[src/rtl/image_ctrl_pkg.sv]
// Shared definitions for the image frame sequencer: FSM state encoding,
// default frame timing and the widths of the row/column/delay counters.
package image_ctrl_pkg;

  localparam int unsigned DEF_WIDTH          = 1680;
  localparam int unsigned DEF_HEIGHT         = 1050;
  localparam int unsigned DEF_START_UP_DELAY = 100;
  localparam int unsigned DEF_HSYNC_DELAY    = 160;

  localparam int unsigned ROW_W = 11;
  localparam int unsigned COL_W = 11;
  localparam int unsigned TMR_W = 16;

  typedef enum logic [2:0] {
    S_IDLE,
    S_VSYNC,
    S_HSYNC,
    S_DATA,
    S_DONE
  } state_t;

  // Terminal count of the delay timer for a phase lasting 'cycles' cycles.
  function automatic logic [TMR_W-1:0] delay_last(input int unsigned cycles);
    return TMR_W'(cycles - 1);
  endfunction

endpackage

[src/rtl/image_frame_sequencer_sync_timer.sv]
// sync_timer: 16-bit up-counter used for the VSYNC and inter-line blank
// phases. 'load' restarts from zero, 'count' advances, and 'expired' flags
// the cycle in which the count equals the programmed terminal value.
module sync_timer
  import image_ctrl_pkg::*;
(
  input  logic             HCLK,
  input  logic             HRESETn,
  input  logic             load,
  input  logic             count,
  input  logic [TMR_W-1:0] last,
  output logic             expired
);

  logic [TMR_W-1:0] count_q;

  // Counter register: load has priority over counting.
  always_ff @(posedge HCLK or negedge HRESETn) begin
    if (!HRESETn) begin
      count_q <= '0;
    end else if (load) begin
      count_q <= '0;
    end else if (count) begin
      count_q <= count_q + TMR_W'(1);
    end
  end

  assign expired = count && (count_q == last);

endmodule

[src/rtl/image_frame_sequencer.sv]
// image_frame_sequencer: walks a WIDTH x HEIGHT image two pixels per beat,
// framing it with a VSYNC start-up phase and an inter-line blank before
// every line. pix_addr is kept as a running register (advanced by 2 on each
// beat) so it always equals row*WIDTH+col without a multiplier.
// Optional feature: define AUTO_RESTART_EN for back-to-back frames until abort.
module image_frame_sequencer
  import image_ctrl_pkg::*;
#(
  parameter  int unsigned WIDTH          = DEF_WIDTH,
  parameter  int unsigned HEIGHT         = DEF_HEIGHT,
  parameter  int unsigned START_UP_DELAY = DEF_START_UP_DELAY,
  parameter  int unsigned HSYNC_DELAY    = DEF_HSYNC_DELAY,
  localparam int unsigned ADDR_W         = $clog2(WIDTH * HEIGHT)
) (
  input  logic              HCLK,
  input  logic              HRESETn,
  input  logic              start,
  input  logic              abort,
  input  logic              out_ready,
  output logic              out_valid,
  output logic [ADDR_W-1:0] pix_addr,
  output logic [ROW_W-1:0]  row,
  output logic [COL_W-1:0]  col,
  output logic              VSYNC,
  output logic              HSYNC,
  output logic              busy,
  output logic              ctrl_done
);

  localparam logic [TMR_W-1:0] VS_LAST  = delay_last(START_UP_DELAY);
  localparam logic [TMR_W-1:0] HS_LAST  = delay_last(HSYNC_DELAY);
  localparam logic [COL_W-1:0] COL_LAST = COL_W'(WIDTH - 2);
  localparam logic [ROW_W-1:0] ROW_LAST = ROW_W'(HEIGHT - 1);

  state_t             state_q, state_d;
  logic [ROW_W-1:0]   row_q, row_d;
  logic [COL_W-1:0]   col_q, col_d;
  logic [ADDR_W-1:0]  addr_q, addr_d;

  logic               tmr_load;
  logic               tmr_count;
  logic [TMR_W-1:0]   tmr_last;
  logic               tmr_expired;

  assign tmr_count = (state_q == S_VSYNC) || (state_q == S_HSYNC);
  assign tmr_last  = (state_q == S_VSYNC) ? VS_LAST : HS_LAST;

  sync_timer u_sync_timer (
    .HCLK    (HCLK),
    .HRESETn (HRESETn),
    .load    (tmr_load),
    .count   (tmr_count),
    .last    (tmr_last),
    .expired (tmr_expired)
  );

  // State, position and address registers.
  always_ff @(posedge HCLK or negedge HRESETn) begin
    if (!HRESETn) begin
      state_q <= S_IDLE;
      row_q   <= '0;
      col_q   <= '0;
      addr_q  <= '0;
    end else begin
      state_q <= state_d;
      row_q   <= row_d;
      col_q   <= col_d;
      addr_q  <= addr_d;
    end
  end

  // Next-state, position update and timer restart; abort overrides all.
  always_comb begin
    state_d  = state_q;
    row_d    = row_q;
    col_d    = col_q;
    addr_d   = addr_q;
    tmr_load = 1'b0;

    unique case (state_q)
      S_IDLE: begin
        if (start) begin
          state_d  = S_VSYNC;
          tmr_load = 1'b1;
        end
      end

      S_VSYNC: begin
        if (tmr_expired) begin
          state_d  = S_HSYNC;
          tmr_load = 1'b1;
        end
      end

      S_HSYNC: begin
        if (tmr_expired) begin
          state_d = S_DATA;
        end
      end

      S_DATA: begin
        if (out_ready) begin
          addr_d = addr_q + ADDR_W'(2);
          if (col_q == COL_LAST) begin
            col_d = '0;
            if (row_q == ROW_LAST) begin
              state_d = S_DONE;
            end else begin
              row_d    = row_q + ROW_W'(1);
              state_d  = S_HSYNC;
              tmr_load = 1'b1;
            end
          end else begin
            col_d = col_q + COL_W'(2);
          end
        end
      end

      S_DONE: begin
        row_d  = '0;
        col_d  = '0;
        addr_d = '0;
`ifdef AUTO_RESTART_EN
        state_d  = S_VSYNC;
        tmr_load = 1'b1;
`else
        state_d  = S_IDLE;
`endif
      end

      default: begin
        state_d = S_IDLE;
      end
    endcase

    if (abort) begin
      state_d  = S_IDLE;
      row_d    = '0;
      col_d    = '0;
      addr_d   = '0;
      tmr_load = 1'b1;
    end
  end

  assign out_valid = (state_q == S_DATA);
  assign HSYNC     = (state_q == S_DATA);
  assign VSYNC     = (state_q == S_VSYNC);
  assign busy      = (state_q != S_IDLE);
  // An abort arriving in DONE cancels the completion pulse.
  assign ctrl_done = (state_q == S_DONE) && !abort;
  assign pix_addr  = addr_q;
  assign row       = row_q;
  assign col       = col_q;

endmodule

[config.mk]
export PLATFORM = sky130hd
export DESIGN_NAME = image_frame_sequencer
export DESIGN_NICKNAME = d
export VERILOG_FILES = /design/src/rtl/image_ctrl_pkg.sv /design/src/rtl/image_frame_sequencer_sync_timer.sv /design/src/rtl/image_frame_sequencer.sv
export SDC_FILE = /design/constraint.sdc
export NUM_CORES = 1
export LEC_CHECK = 0
export ABC_CLOCK_PERIOD_IN_PS = 1800
export BUFFER_PORTS_ARGS = -buffer_cell sky130_fd_sc_hd__buf_4
export CORE_MARGIN = 10
export CORE_UTILIZATION = 45
export DETAILED_ROUTE_END_ITERATION = 16
export GPL_TIMING_DRIVEN = 0
export PLACE_DENSITY = 0.79
export SYNTH_ARGS = -nofsm -noshare
export SYNTH_HDL_FRONTEND = slang
export SYNTH_SLANG_ARGS = --single-unit
[constraint.sdc]
create_clock -name HCLK -period 1.8 [get_ports HCLK]
set_clock_uncertainty 0.05 [all_clocks]
set_input_delay 0.36 -clock HCLK [delete_from_list [all_inputs] [get_ports HCLK]]
set_output_delay 0.36 -clock HCLK [all_outputs]
set_load 0.02 [all_outputs]
==> qor.yml, run 1 <==
power_and_ir_drop:
  p_leak_nw: 2.19
  peakVddDrop_mv: 0.512
  total_power_mw: 4.02
  pwr_density_mw_per_mm2: 788
logic_synthesis:
  yosys-top-cells-area: "dfrtp_1, xor2_1, nor2_1"
  avgSynthCellArea_um2: 9.27
  syn-instance-count: 354
  synth_warnings: 0
  synth-edff-count: 0
  yosys-top-cells-count: "dfrtp_1, nor2_1, nand2_1"
  synth_area_leader_cell: "dfrtp_1"
  yosys_register_bits: 60
  ys_async_sr_fraction_pct: 100
  synthMostInstantiatedCell: "dfrtp_1"
  synth_top_area_share_pct: 45.8
  post_synth_instance_area_mm2: 0.00328
  seq_area_frac_synth_pct: 45.8
  ys_types: 52
  synth_ff_type: "dfrtp_1"
final_layout:
  fin_area_mm2: 0.00509
  fin_util_pct: 71.0
  multi_input_comb_area_mm2: 0.00221
  area_growth_syn_to_layout_pct: 55.3
  n_antenna_cell: 0
  layout.nets: 476
  num-fill-cells: 442
  drive_above_1_share_pct: 46.7
  sequential_cell_area_mm2: 0.00151
detailed_routing:
  drc_errors: 0
  routed-via-count: 3489
  avgViaCountPerCell: 6.12
  route.detailed.wl_per_inst_um: 20.6
  postRouteWirelength_um: 11700
  drt-pass1-iter-count: 5
  detailedRoute.firstIterationViolations: 357
  antenna_left: 0
placed_design:
  dpl_cell_area_mm2: 0.00381
  sum_of_net_half_perimeters_after_detailed_placement_um: 5680
  gp_congestion: 0.863
  port-buffer-count: 50
global_route:
  grt_remaining_overflow: 0
  grt_first_pass_wirelength_um: 15100
  grt.total_usage_pct: 16.3
  number_of_global_route_vias_before_repair: 3143
  grt_antenna_before_repair: 0
  grt_max_degree: 61
critical_path:
  crit_arrival_ns: 2.30
  setup.worst_path.end_class: "flop"
  startpoint_type: "flop"
  cp.required_ns: 2.02
  critical_path_peak_fanout: 6
  setup.worst_path.class: "flop to flop"
die:
  die_span_in_y_um: 105
  die-area_mm2: 0.0111
  num_rows: 31
  dieWidth_um: 105
  pin_count: 53
  initial_utilization_pct: 45.7
  area_of_the_placeable_core_mm2: 0.00718
run_status:
  outcome: "finished with violations"
  violations: "setup timing"
sta:
  timing.slew.headroom_pct: 49.4
  setup-violations-final: 57
  rsz0062_at_grt: "true"
  fmaxAchievable_mhz: 480
  setup_ws_ns: -0.283
  period_share_pct: 116
  tns_ns: -7.41
  final_hold_viol_count: 0
  maxSlewViolCount: 0
  slew_at_the_pin_with_the_worst_max_slew_slack_ns: 0.759
  post-route-min-period_ns: 2.08
  final.hold.worst_slack_ns: 0.0301
cts:
  clk_pin_slew_ns: 0.07
  clk_latency_ns: 0.36
  h_tree_levels: 3
  max-clock-path-buffers: 2
  cts-buffers-inserted: 9
  clock_tree_from_tritoncts: "built"
  clock_sink_count: 60
  cts_hold_buf: 0
  clock-root-buffer: "clkbuf_8"
job:
  cap_violations: 0
min_path:
  min-delay-path-class: "primary input to async pin"
[stage by stage]
step | setup slack, ns | std cells
2_1_floorplan | -0.245 | 355
3_3_place_gp | -0.373 | 504
3_5_place_dp | -0.399 | 504
4_1_cts | -0.185 | 546
5_1_grt | -0.301 | 570
6_report | -0.283 | 570
[placed cells by master, fill, tap and decap left out, drive strengths merged, types with 3 or more instances in the layout]
cell / n
nor4: 4
nand2b: 5
nand4: 16
dfrtp: 60
or4: 4
nand3: 20
and4: 4
and3: 9
nor4b: 4
xnor2: 6
buf: 111
clkbuf: 11
and2: 5
o31ai: 3
o21ai: 20
xor2: 28
nor3: 14
inv: 7
bufinv: 3
or3: 9
nor2: 46
nand2: 30
ha: 5
a21oi: 12
[routing by layer]
metal / wire, um / GRT usage [%]
met5: 0 / 0
met4: 472 / 9.02
met3: 965 / 4.32
met2: 5840 / 26.0
met1: 4470 / 19.6
[final cells by class]
cell class                 count  share of cell area [%]
tap                           99                    2.43
sequential                    60                    29.6
inverter                       7                   0.516
clock buffer                   9                    2.43
buffer                        14                    2.78
timing repair buffer          99                    16.6
multi-input combinational    275                    43.4
clock inverter                 7                    2.26
[path summary, 6_finish.rpt]
kind,startpoint,end,slack (ns),cells after the start
hold reg to reg,row[1],row[1],0.52,2
setup reg to reg,state_q[0],col[5],-0.28,7
setup / recovery,state_q[0],col[5],-0.28,7
min in group HCLK,abort,row[4],0.51,5
hold / removal,HRESETn,row[2],0.03,1
max in group asynchronous,HRESETn,col[5],1.14,1
[worst max-delay path: stages, from the launching register on]
cell	delay (ns)
dfrtp_1	0.39
buf_6	0.14
buf_2	0.18
nand4b_1	0.23
buf_4	0.24
or3_4	0.44
nand2b_4	0.17
o21ai_2	0.16
[power by group]
group	leakage, nW	total [mW]	switching (mW)	internal [mW]
combinational	1.25	1.06	0.557	0.504
sequential	0.823	1.47	0.0701	1.40
clock	0.115	1.49	0.575	0.913
[sequential cells by signal (all words and copies together), names as in the netlist]
name                  cells
row                      11
u_sync_timer.count_q     16
pix_addr                 20
state_q                   3
col                      10
[repair_timing]
item | CTS | global route
pin swaps | 19 | 28
setup endpoints to repair | 59 | 62
hold endpoints to repair | 0 | 0
gates resized for setup | 52 | 107
cloned | 1 | 3
setup buffers | 25 | 21
[kinds of logic (layout without fill, tap and decap cells)]
family	count (synthesis)	count (layout)	synth area share, %
adders and majority gates	5	5	1.91
buffers and inverters	21	136	2.90
muxes	4	4	1.30
other	1	2	0.114
and+or+nand+nor	178	178	29.0
AOI/OAI and AO/OA	51	52	9.92
xor gates and xnor gates	34	34	9.08
DFF	60	60	45.8
Power figures use the tool's default switching activity.
==> run 2, diff against run 1 <==
ABC_CLOCK_PERIOD_IN_PS = 2100   (was 1800)
PLACE_DENSITY = 0.77   (was 0.79)
SKIP_LAST_GASP = 1   (was unset)
clock period = 2.1 ns   (was 1.8 ns; I/O delays follow)
==> run 2 against run 1 <==
  * The run now ends clean
  * Core utilization shrank 12 points
  * Non-clock buffer count shrank 38
  * Critical path depth shrank 1
  * Die area is the same
  * Count of clock-buffer cells in the layout grew 1
  * Combinational power shrank 53%
  * Power shrank 28%
  * Final area shrank 17%
  * Register-to-register slack gained 0.29 ns
  * Critical endpoint is now pix_addr[19]
==> qor.yml, run 2 (synthesis gave the netlist of run 1 again) <==
die:
  die_span_in_y_um: 105  # unchanged
  pin_count: 53  # unchanged
  die-area_mm2: 0.0111  # unchanged
  initial_utilization_pct: 45.7  # unchanged
  num_rows: 31  # unchanged
  dieWidth_um: 105  # unchanged
  area_of_the_placeable_core_mm2: 0.00718  # unchanged
sta:
  slew_at_the_pin_with_the_worst_max_slew_slack_ns: 0.750  # -0.00922 ns
  post-route-min-period_ns: 2.09  # +0.0115 ns
  rsz0062_at_grt: "true"
  period_share_pct: 99.8  # -16 points
  maxSlewViolCount: 0  # unchanged
  final_hold_viol_count: 0  # unchanged
  setup-violations-final: 0  # -100%
  fmaxAchievable_mhz: 477  # -0.55%
  timing.slew.headroom_pct: 50.0  # +0.61 points
cts:
  clk_latency_ns: 0.34  # -0.02 ns
  clk_pin_slew_ns: 0.07  # about the same
  cts-buffers-inserted: 9  # unchanged
  max-clock-path-buffers: 2  # unchanged
  clock_sink_count: 60  # unchanged
  clock-root-buffer: "clkbuf_8"
  h_tree_levels: 3  # unchanged
  cts_hold_buf: 0  # unchanged
  clock_tree_from_tritoncts: "built"
placed_design:
  gp_congestion: 0.857  # -0.61%
  port-buffer-count: 50  # unchanged
  dpl_cell_area_mm2: 0.00379  # -0.66%
  sum_of_net_half_perimeters_after_detailed_placement_um: 5740  # +0.93%
detailed_routing:
  detailedRoute.firstIterationViolations: 152  # -57%
  routed-via-count: 2974  # -15%
  route.detailed.wl_per_inst_um: 15.5  # -25%
  drt-pass1-iter-count: 4  # -1
  avgViaCountPerCell: 5.59  # -8.7%
  drc_errors: 0  # unchanged
  antenna_left: 0  # unchanged
  postRouteWirelength_um: 8270  # -30%
critical_path:
  r2r_slack_ns: 0.005  # +0.29 ns
  critical_path_peak_fanout: 10  # +4
  startpoint_type: "flop"
  crit_arrival_ns: 2.28  # -0.02 ns
  setup.worst_path.class: "flop to flop"
  reg2regPathDepth: 6  # -1
  cp.required_ns: 2.28  # +0.26 ns
  r2r-start: "state_q[1]"
  setup.worst_path.end_class: "flop"
  rr_endpoint: "pix_addr[19]"
run_status:
  outcome: "finished clean"
power_and_ir_drop:
  pwr_density_mw_per_mm2: 684  # -13%
  p_leak_nw: 1.89  # -14%
  total_power_mw: 2.88  # -28%
  peakVddDrop_mv: 0.369  # -28%
global_route:
  grt_max_degree: 61  # unchanged
  grt_antenna_before_repair: 0  # unchanged
  grt_remaining_overflow: 0  # unchanged
  number_of_global_route_vias_before_repair: 2859  # -9.0%
  grt_first_pass_wirelength_um: 13500  # -10%
  grt.total_usage_pct: 14.4  # -1.9 points
final_layout:
  n_antenna_cell: 0  # unchanged
  layout.cells.most_common_list: "buf_4, dfrtp_1, nor2_1, nand2_1, xor2_1"
  layout.cells.most_common: "buf_4"
  largest_register_ff_count: 20  # unchanged
  fin_util_pct: 58.7  # -12 points
  fin_area_mm2: 0.00422  # -17%
  area_growth_syn_to_layout_pct: 28.5
  layout.nets: 438  # -8.0%
  drive_above_1_share_pct: 25.6  # -21 points
min_path:
  min-delay-path-class: "primary input to async pin"
job:
  cap_violations: 0  # unchanged
run 2: cell count changes in the layout (fill, tap and decap cells not counted), sizes merged:
cell / change
buf: -42
bufinv: -1
clkbuf: +5
clkinv: +1
clkinvlp: -2
inv: +1
run 2: repair_timing:
action,CTS,global route
setup buffers,2,10
pin swaps,1,7
resized for setup,5,25
endpoints found under the setup margin,33,44
gates cloned,0,1
run 2: per-stage QoR:
step	instances	TNS (ns)	hold WS, ns	setup slack [ns]
2_1_floorplan	355	0	0.0744	0.0393
3_3_place_gp	504	-2.17	0.444	-0.163
3_5_place_dp	504	-2.70	0.464	-0.203
4_1_cts	521	-0.0204	0.131	-0.0152
5_1_grt	532	-0.824	0.147	-0.120
6_report	532	0	0.0943	0.00509
run 2: routing by layer:
layer  wire length (um)  GRT usage, %  share of wire [%]
met5                  0             0                  0
met4                108          4.71                1.3
met3                553          4.99                6.7
met2               4140          23.7                 50
met1               3470          17.2                 42
run 2: report_power, final:
group / leakage (nW) / internal [mW] / switching [mW]
Clock: 0.111 / 0.670 / 0.473
Combinational: 0.948 / 0.194 / 0.306
Sequential: 0.829 / 1.20 / 0.0457
run 2: worst max-delay path by stage:
stage          startpoint  slack, ns      endpoint
4_1_cts        state_q[1]      -0.02     ctrl_done
5_1_grt        state_q[1]      -0.12  pix_addr[19]
2_1_floorplan      col[4]       0.04        row[9]
3_5_place_dp        abort      -0.20  pix_addr[11]
3_3_place_gp        abort      -0.16  pix_addr[15]
6_report       state_q[1]      0.005  pix_addr[19]
run 2: layout make-up:
class	count	area, um2
Buffer	13	80.1
Clock buffer	10	128
Clock inverter	6	87.6
Fill cell	620	2960
Inverter	7	26.3
Multi-Input combinational cell	275	1780
Sequential cell	60	1510
Tap cell	99	124
Timing Repair Buffer	62	485
run 2: worst max-delay path, cell delays in order (launching register included):
cell	delay, ns
dfrtp_1	0.38
clkbuf_4	0.18
nor3b_1	0.48
o311a_1	0.43
nand4_1	0.15
xnor2_1	0.15
and2_1	0.16
==> run 3, diff against run 2 <==
CORE_UTILIZATION = 55   (was 45)
PLACE_DENSITY = 0.89   (was 0.77)
==> run 3 against run 2 <==
  * Clock power decreased by 17%
  * Non-clock buffer count did not move
  * Fmax grew 0.39%
  * Cell count shrank 4.7%
  * Critical endpoint is now col[7]
  * Highest routed layer unchanged
==> qor.yml, run 3 (synthesis gave the netlist of run 1 again) <==
global_route:
  grt_first_pass_wirelength_um: 13800  # +1.8%
  grt_antenna_before_repair: 0  # unchanged
  grt_remaining_overflow: 0  # unchanged
  grt_max_degree: 61  # unchanged
  number_of_global_route_vias_before_repair: 2837  # -0.77%
  grt.total_usage_pct: 17.2  # +2.8 points
final_layout:
  layout.cells.most_common_list: "buf_4, dfrtp_1, nor2_1, nand2_1, xor2_1"
  drive_above_1_share_pct: 25.2  # -0.40 points
  n_antenna_cell: 0  # unchanged
  layout.nets: 437  # -0.23%
  stdcell_count: 507  # -4.7%
  largest_register_ff_count: 20  # unchanged
  sequential_cell_area_mm2: 0.00150  # about the same
  layout.cells.most_common: "buf_4"
  num-fill-cells: 412  # -34%
  fin_util_pct: 71.3  # +13 points
  multi_input_comb_area_mm2: 0.00181  # +1.5%
  area_growth_syn_to_layout_pct: 27.2
critical_path:
  worstPathCellList: "nand3_1 -> nor3_4 -> buf_6 -> buf_4 -> buf_4 -> or3_1 -> nand2b_1 -> o21ai_0"
  r2r-start: "col[1]"
  r2r_slack_ns: 0.01  # about the same
  critPathMaxStageDelay_ns: 0.47  # about the same
  critical_path_peak_fanout: 7  # -3
  cp.required_ns: 2.30  # +0.02 ns
  setup.worst_path.end_class: "flop"
  critical_path_s_most_frequent_cell: "buf_4"
  startpoint_type: "flop"
  crit_arrival_ns: 2.29  # about the same
  rr_endpoint: "col[7]"
  setup.worst_path.class: "flop to flop"
  reg2regPathDepth: 8  # +2
  critical-path-slowest-cell: "dfrtp_1"
detailed_routing:
  routed-via-count: 3030  # +1.9%
  antenna_left: 0  # unchanged
  detailedRoute.firstIterationViolations: 298  # +96%
  avgViaCountPerCell: 5.98  # +6.9%
  postRouteWirelength_um: 8750  # +5.8%
  route.detailed.wl_per_inst_um: 17.3  # +11%
  drt-pass1-iter-count: 5  # +1
  drc_errors: 0  # unchanged
die:
  pin_count: 53  # unchanged
  num_rows: 28  # -9.7%
  die-area_mm2: 0.00945  # -15%
  die_span_in_y_um: 97.2  # -7.7%
  area_of_the_placeable_core_mm2: 0.00585  # -18%
  initial_utilization_pct: 56.1  # +10 points
  dieWidth_um: 97.2  # -7.7%
cts:
  h_tree_levels: 3  # unchanged
  clk_latency_ns: 0.34  # about the same
  clock_tree_from_tritoncts: "built"
  cts_hold_buf: 0  # unchanged
  max-clock-path-buffers: 2  # unchanged
  clock_sink_count: 60  # unchanged
  clock-root-buffer: "clkbuf_8"
  cts-buffers-inserted: 9  # unchanged
  clk_pin_slew_ns: 0.08  # about the same
sta:
  post-route-min-period_ns: 2.09  # -0.00808 ns
  timing.slew.headroom_pct: 49.1  # -0.97 points
  slew_at_the_pin_with_the_worst_max_slew_slack_ns: 0.764  # +0.0145 ns
  final.hold.worst_slack_ns: 0.0948  # +0.000509 ns
  final_hold_viol_count: 0  # unchanged
  maxSlewViolCount: 0  # unchanged
  rsz0062_at_grt: "true"
  setup-violations-final: 0  # unchanged
  period_share_pct: 99.4  # -0.38 points
  fmaxAchievable_mhz: 479  # +0.39%
power_and_ir_drop:
  p_leak_nw: 1.87  # -1.2%
  total_power_mw: 2.72  # -5.8%
  share_seq_of_total_power_pct: 45.9  # +2.9 points
  internal-power_mw: 1.87  # -9.4%
  power.switching_fraction_pct: 31.3  # +2.7 points
  peakVddDrop_mv: 0.492  # +33%
  power.net_switching_mw: 0.849  # +3.0%
  power.share.clock_pct: 34.6  # -5.0 points
  comb_power_share_pct: 19.5  # +2.2 points
  pwr_density_mw_per_mm2: 651  # -4.8%
run_status:
  outcome: "finished clean"
job:
  cap_violations: 0  # unchanged
placed_design:
  sum_of_net_half_perimeters_after_detailed_placement_um: 5810  # +1.2%
  port-buffer-count: 50  # unchanged
  gp_congestion: 0.902  # +5.2%
  dp.cells: 480  # -4.8%
min_path:
  min-delay-path-class: "primary input to async pin"
[run 3: changes by cell type in the layout (fill, tap and decap cells not counted), sizes merged]
cell      change
inv           -1
o211ai        -1
clkinvlp      +2
bufinv        -2
buf           +1
[run 3: metal layers]
layer	wire length (um)	vias up	GRT usage [%]
li1	-	1416	-
met1	3580	1480	20.3
met2	4340	120	29.2
met3	719	14	5.62
met4	114	0	5.03
met5	0	-	0
[run 3: critical path, delay by kind of cell (launching register included)]
kind            cells  cell delay [ns]
buf+inv             3             0.42
flops               1             0.47
compound gates      1             0.17
simple gates        4             0.87
[run 3: cell type report]
type,instances,share of cell area [%]
Clock inverter,5,0.900
Timing Repair Buffer,61,11.2
Clock buffer,11,3.39
Multi-Input combinational cell,274,43.3
Buffer,14,2.25
Inverter,7,0.630
Sequential cell,60,36.1
Tap cell,75,2.25
[run 3: worst max-delay path by stage]
| stage | start | end | slack [ns] | cells after the start |
|---|---|---|---|---|
| 3_5_place_dp | abort | pix_addr[15] | -0.26 | 8 |
| 3_3_place_gp | abort | pix_addr[12] | -0.14 | 8 |
| 5_1_grt | col[1] | col[5] | -0.12 | 8 |
| 6_report | col[1] | col[7] | 0.01 | 8 |
| 4_1_cts | state_q[1] | row[5] | -0.02 | 6 |
| 2_1_floorplan | col[4] | row[9] | 0.04 | 5 |
[run 3: repair_timing]
item	4_1_cts	5_1_grt
hold endpoints to repair	0	0
pin swaps	2	6
setup buffers	2	9
gates resized for setup	8	29
endpoints found under the setup margin	34	37
[run 3: stage by stage]
stage / area (um2) / worst slack (ns) / setup TNS [ns]
2_1_floorplan: 3290 / 0.0393 / 0
5_1_grt: 4170 / -0.116 / -0.419
6_report: 4170 / 0.0132 / 0
3_3_place_gp: 3760 / -0.139 / -1.73
4_1_cts: 3980 / -0.0167 / -0.0405
3_5_place_dp: 3760 / -0.255 / -3.37
[run 3: power groups by stage]
stage	combinational (mW)	sequential, mW	clock [mW]
finish	0.530	1.25	0.941
detailed placement	0.474	1.26	0
global route	0.581	1.25	1.01
CTS	0.483	1.24	0.952
global placement	0.461	1.26	0
floorplan	0.299	1.27	0
